<file path="config.mk">
export PLATFORM = sky130hd
export DESIGN_NAME = uart_rx
export DESIGN_NICKNAME = d
export VERILOG_FILES = /design/src/rtl/uart_rx.sv
export SDC_FILE = /design/constraint.sdc
export NUM_CORES = 1
export LEC_CHECK = 0
export ABC_AREA = 1
export BUFFER_PORTS_ARGS = -buffer_cell sky130_fd_sc_hd__buf_2
export CORE_ASPECT_RATIO = 0.5
export CORE_MARGIN = 1
export CORE_UTILIZATION = 52
export DETAILED_ROUTE_END_ITERATION = 8
export GPL_TIMING_DRIVEN = 0
export PLACE_DENSITY = 0.74
export SYNTH_ARGS = -nofsm -noshare
export SYNTH_HDL_FRONTEND = slang
export SYNTH_SLANG_ARGS = --single-unit
</file>
<file path="constraint.sdc">
create_clock -name clk -period 1.5 [get_ports clk]
set_input_delay 0.075 -clock clk [delete_from_list [all_inputs] [get_ports clk]]
set_output_delay 0.075 -clock clk [all_outputs]
set_load 0.005 [all_outputs]
</file>
<file path="src/rtl/uart_rx.sv">
// uart_rx: oversampling UART receiver (16 s_tick per bit).
//
// Ports:
//   clk          system clock, rising edge
//   reset        asynchronous, active-high reset
//   rx           serial line (idle high, LSB first), asynchronous to clk
//   s_tick       one-clk enable pulse at 16x baud
//   dout         last received data word (registered, updates with rx_done_tick)
//   rx_done_tick one-clk pulse when a frame completes
//   frame_err    stop bit was sampled low on the last completed frame
//   parity_err   (only with UART_RX_PARITY_EN) even-parity mismatch on last frame
//
// Parameters:
//   DBIT     data bits per frame (5..9)
//   SB_TICK  stop-bit length in s_tick units (16/24/32 = 1/1.5/2 stop bits)
//
// Optional feature: define UART_RX_PARITY_EN to add a parity bit between the
// data bits and the stop bit, and the parity_err output.
module uart_rx #(
    parameter int DBIT    = 8,
    parameter int SB_TICK = 16
) (
    input  logic            clk,
    input  logic            reset,
    input  logic            rx,
    input  logic            s_tick,
    output logic [DBIT-1:0] dout,
    output logic            rx_done_tick,
`ifdef UART_RX_PARITY_EN
    output logic            parity_err,
`endif
    output logic            frame_err
);

    // Tick counter must reach SB_TICK-1 in STOP; 4 bits covers the 16-tick bits.
    localparam int SW = (SB_TICK > 16) ? $clog2(SB_TICK) : 4;
    localparam int NW = (DBIT > 1) ? $clog2(DBIT) : 1;

    typedef enum logic [2:0] {
        IDLE,
        START,
        DATA,
`ifdef UART_RX_PARITY_EN
        PARITY,
`endif
        STOP
    } state_t;

    state_t          state_q, state_d;
    logic [SW-1:0]   s_q, s_d;
    logic [NW-1:0]   n_q, n_d;
    logic [DBIT-1:0] b_q, b_d;
    logic [DBIT-1:0] dout_q, dout_d;
    logic            done_q, done_d;
    logic            ferr_q, ferr_d;
    logic            rx_meta_q, rx_s_q;
`ifdef UART_RX_PARITY_EN
    logic            par_q, par_d;
    logic            perr_q, perr_d;
`endif

    always_comb begin
        state_d = state_q;
        s_d     = s_q;
        n_d     = n_q;
        b_d     = b_q;
        dout_d  = dout_q;
        done_d  = 1'b0;
        ferr_d  = ferr_q;
`ifdef UART_RX_PARITY_EN
        par_d   = par_q;
        perr_d  = perr_q;
`endif
        case (state_q)
            // Start detection does not wait for s_tick so the tick phase is
            // counted from the first clk the line is seen low.
            IDLE: begin
                if (!rx_s_q) begin
                    state_d = START;
                    s_d     = '0;
                end
            end
            START: begin
                if (s_tick) begin
                    if (s_q == SW'(7)) begin
                        if (!rx_s_q) begin
                            state_d = DATA;
                            s_d     = '0;
                            n_d     = '0;
                        end else begin
                            state_d = IDLE;  // glitch, not a real start bit
                        end
                    end else begin
                        s_d = s_q + SW'(1);
                    end
                end
            end
            DATA: begin
                if (s_tick) begin
                    if (s_q == SW'(15)) begin
                        s_d = '0;
                        b_d = {rx_s_q, b_q[DBIT-1:1]};
                        if (n_q == NW'(DBIT - 1)) begin
`ifdef UART_RX_PARITY_EN
                            state_d = PARITY;
`else
                            state_d = STOP;
`endif
                        end else begin
                            n_d = n_q + NW'(1);
                        end
                    end else begin
                        s_d = s_q + SW'(1);
                    end
                end
            end
`ifdef UART_RX_PARITY_EN
            PARITY: begin
                if (s_tick) begin
                    if (s_q == SW'(15)) begin
                        par_d   = rx_s_q;
                        s_d     = '0;
                        state_d = STOP;
                    end else begin
                        s_d = s_q + SW'(1);
                    end
                end
            end
`endif
            STOP: begin
                if (s_tick) begin
                    if (s_q == SW'(SB_TICK - 1)) begin
                        done_d  = 1'b1;
                        dout_d  = b_q;
                        ferr_d  = ~rx_s_q;
`ifdef UART_RX_PARITY_EN
                        // Even parity: data bits plus parity bit must XOR to 0.
                        perr_d  = (^b_q) ^ par_q;
`endif
                        state_d = IDLE;
                    end else begin
                        s_d = s_q + SW'(1);
                    end
                end
            end
            default: state_d = IDLE;
        endcase
    end

    always_ff @(posedge clk or posedge reset) begin
        if (reset) begin
            rx_meta_q <= 1'b1;
            rx_s_q    <= 1'b1;
            state_q   <= IDLE;
            s_q       <= '0;
            n_q       <= '0;
            b_q       <= '0;
            dout_q    <= '0;
            done_q    <= 1'b0;
            ferr_q    <= 1'b0;
`ifdef UART_RX_PARITY_EN
            par_q     <= 1'b0;
            perr_q    <= 1'b0;
`endif
        end else begin
            rx_meta_q <= rx;
            rx_s_q    <= rx_meta_q;
            state_q   <= state_d;
            s_q       <= s_d;
            n_q       <= n_d;
            b_q       <= b_d;
            dout_q    <= dout_d;
            done_q    <= done_d;
            ferr_q    <= ferr_d;
`ifdef UART_RX_PARITY_EN
            par_q     <= par_d;
            perr_q    <= perr_d;
`endif
        end
    end

    assign dout         = dout_q;
    assign rx_done_tick = done_q;
    assign frame_err    = ferr_q;
`ifdef UART_RX_PARITY_EN
    assign parity_err   = perr_q;
`endif

endmodule

</file>
==> flow_metrics.py <==
metrics = {
    "drt": {
        "vias": 1222,
        "first_iter_violations": 38,
        "route.detailed.drc": 0,
        "antenna_left": 0,
        "dr.pass1.iters": 7,
        "vias_per_cell": 5.13,
        "wl_per_cell_microns": 12.4,
        "finalWirelength_mm": 2.95,
    },
    "worst_setup_path": {
        "endpoint_kind": "register",
        "arrival_ps": 1580,
        "critPathLaunchType": "register",
        "critical_path_class": "register to register",
        "r2r-start": "state_q[0]$_DFFE_PP0P_",
        "crit_start": "state_q[0]$_DFFE_PP0P_",
        "path_max_fanout": 3,
        "worstPathRequired_ps": 1680,
        "r2r_cells": 9,
    },
    "synthesis": {
        "synth_cell_type_count": 23,
        "synth_top_family_by_area": "simple AND/OR/NAND/NOR gates",
        "synth-xor-area-share": 0,
        "synth_area_per_cell_sq_um": 9.09,
        "syn_inst": 172,
        "synthSimpleGateAreaFrac": 0.288,
        "synth_area_sq_mm": 0.00156,
        "async_flop_share": 1.00,
        "synth_seq_cells": 29,
        "yosys.area_share.adder": 0.0641,
        "syn_nets": 184,
        "synth_top_flop_cell": "dfrtp_1",
        "yosys_warnings": 0,
        "yosysSeqAreaShare": 0.466,
        "synth_mux_area_frac": 0,
        "synth_compound_area_frac": 0.106,
        "synth_edf_count": 0,
    },
    "sta": {
        "tns_ps": 0,
        "final-hold-violation-count": 0,
        "drv_slew": 0,
        "min_period_over_period": 0.938,
        "fmax_mhz": 711,
        "clock_skew_ps": 2.95,
        "tightest_slew_ps": 1100,
        "slew-limit-headroom": 0.266,
        "worst_slack_ps": 93.1,
        "setup_violations": 0,
        "period_needed_ps": 1410,
    },
    "global_routing": {
        "grt.met2_usage": 0.333,
        "grt_first_pass_wirelength_mm": 4.38,
        "grt_pass1_vias": 1009,
        "met1_usage": 0.223,
        "grt_use_met3": 0.0733,
        "grt_use_total": 0.195,
        "grt_max_degree": 30,
        "overflow": 0,
        "busiest_layer": "met2",
        "antenna_found_initial": 0,
    },
    "floorplan": {
        "die_w_microns": 79.5,
        "dieHeight_microns": 40.8,
        "rows": 13,
        "ioPinCount": 14,
        "core-area_sq_mm": 0.00272,
        "start_util": 0.575,
        "die-area_sq_mm": 0.00324,
    },
    "status": {
        "status": "complete, no violations",
    },
    "layout": {
        "area.sequential_sq_um": 729,
        "antenna_cells": 0,
        "utilization": 0.700,
        "final-instance-count-excl-fill": 238,
        "area_growth_pct": 21.7,
        "fin_nets": 212,
        "final_layout_size_suffix_gt1_frac": 0.353,
        "filler_cell_count": 215,
        "multi_input_area_sq_um": 762,
    },
    "clock_tree": {
        "ctsLongestPathBuffers": 2,
        "cts_max_level": 2,
        "clkSinkCount": 29,
        "cts_tree": "yes",
        "cts_root_buffer": "clkbuf_8",
        "clk_latency_ps": 280,
        "cts_buffers": 5,
        "path_clk_slew_ps": 60,
    },
    "placed_design": {
        "portBuffers": 13,
        "dp_worst_setup_slack_ps": -103,
        "dp.cells": 222,
        "place.gp.congestion": 0.824,
        "post-dp-hpwl_mm": 1.88,
    },
    "power": {
        "total_power_mw": 2.70,
        "p_per_area_mw_per_mm2": 1420,
        "ir_drop_uv": 933,
        "leakagePower_nw": 0.978,
    },
    "min_path": {
        "hold_path_class": "primary input to asynchronous set/reset pin",
    },
    "run": {
        "cap_violations": 0,
    },
}
-- cell usage in the layout (no fill, tap or decap) --
master	instances
dfstp_2	2
bufinv_16	1
o21ai_1	1
nand3b_1	3
nor2_1	4
nand2_4	1
nor2_2	1
clkbuf_8	6
clkbuf_1	1
nand2_1	57
nand2_2	1
ha_2	1
buf_4	7
inv_1	16
o21ai_2	17
inv_2	4
dfrtp_1	26
or2_2	1
nand3_2	3
o21ai_0	2
buf_2	14
ha_1	4
nand3_1	8
nor2_4	1
dlygate4sd3_1	1
dfrtp_2	1
a21oi_1	1
buf_6	3
ha_4	3
inv_4	1
nand3_4	3
nand4_1	6
-- critical path: stages, from the launching register on --
cell and delay [ps]:
dfrtp_1 370, inv_2 70, buf_4 140, ha_1 200
nand2_1 60, o21ai_0 100, nor2_2 140, nand3_1 100
nand2_1 70, nand2_1 40
-- cell usage after synthesis, types with 2 or more instances --
cell type | count | area [sq um]
nand2_1 | 57 | 214
dfstp_2 | 2 | 52.6
inv_1 | 18 | 67.6
o21ai_2 | 16 | 140
dfrtp_1 | 27 | 676
nand3b_1 | 3 | 22.5
o21ai_0 | 3 | 15.0
buf_6 | 2 | 22.5
nand4_1 | 6 | 37.5
nor2_1 | 5 | 18.8
nand3_4 | 3 | 52.6
inv_2 | 2 | 7.51
nand3_2 | 3 | 30.0
ha_1 | 8 | 100
nand3_1 | 8 | 40.0
buf_4 | 2 | 15.0
-- per-layer routing --
metal,part of all wire,vias up
li1,-,606
met1,0.47,592
met2,0.48,19
met3,0.041,5
met4,0.012,0
met5,0,-
-- cell type report --
type                       count  area share
multi-input combinational    118       0.401
sequential                    29       0.384
buffer                         4      0.0217
clock buffer                   7      0.0454
inverter                      21      0.0428
clock inverter                 1      0.0158
timing repair buffer          21      0.0658
tap                           37      0.0243
-- flip-flops by register name (all words and copies together) (netlist names) --
signal and cells:
b_q 8, dout 8, s_q 4, n_q 3
state_q 2, frame_err 1, rx_done_tick 1, rx_meta_q 1
rx_s_q 1
-- through the flow --
stage / instance area [sq um] / hold slack [ps]
2_1_floorplan: 1560 / 79.5
3_3_place_gp: 1670 / 179
3_5_place_dp: 1670 / 182
4_1_cts: 1810 / 101
5_1_grt: 1900 / 168
6_report: 1900 / 63.6
-- worst paths after layout --
path / to / slack, ps
min: dout[4]$_DFFE_PP0P_ / 60
max in group asynchronous: state_q[1]$_DFFE_PP0P_ / 700
max reg2reg: state_q[1]$_DFFE_PP0P_ / 90
min reg2reg: rx_s_q$_DFF_PP1_ / 360
min in group clk: rx_done_tick$_DFF_PP0_ / 230
max: state_q[1]$_DFFE_PP0P_ / 90
-- logic make-up after synthesis --
logic type | count (synthesis)
AOI/OAI and AO/OA | 21
adders and majority gates | 8
buffers and inverters | 25
DFF | 29
and+or+nand+nor | 89
-- what timing repair did --
action,CTS,global route
cloned,0,1
setup endpoints to repair,5,19
resized for setup,4,10
setup buffers,1,5
pin swaps,0,2
endpoints found under the hold margin,1,0
hold buffers,1,0
-- power by group --
part | leakage, nW | internal, mW | total, mW | switching, mW
Combinational | 0.527 | 0.374 | 0.924 | 0.550
Clock | 0.0585 | 0.541 | 0.845 | 0.304
Sequential | 0.393 | 0.854 | 0.930 | 0.0762
Total | 0.978 | 1.77 | 2.70 | 0.930
Note: power is estimated with default switching activity, not from simulation.
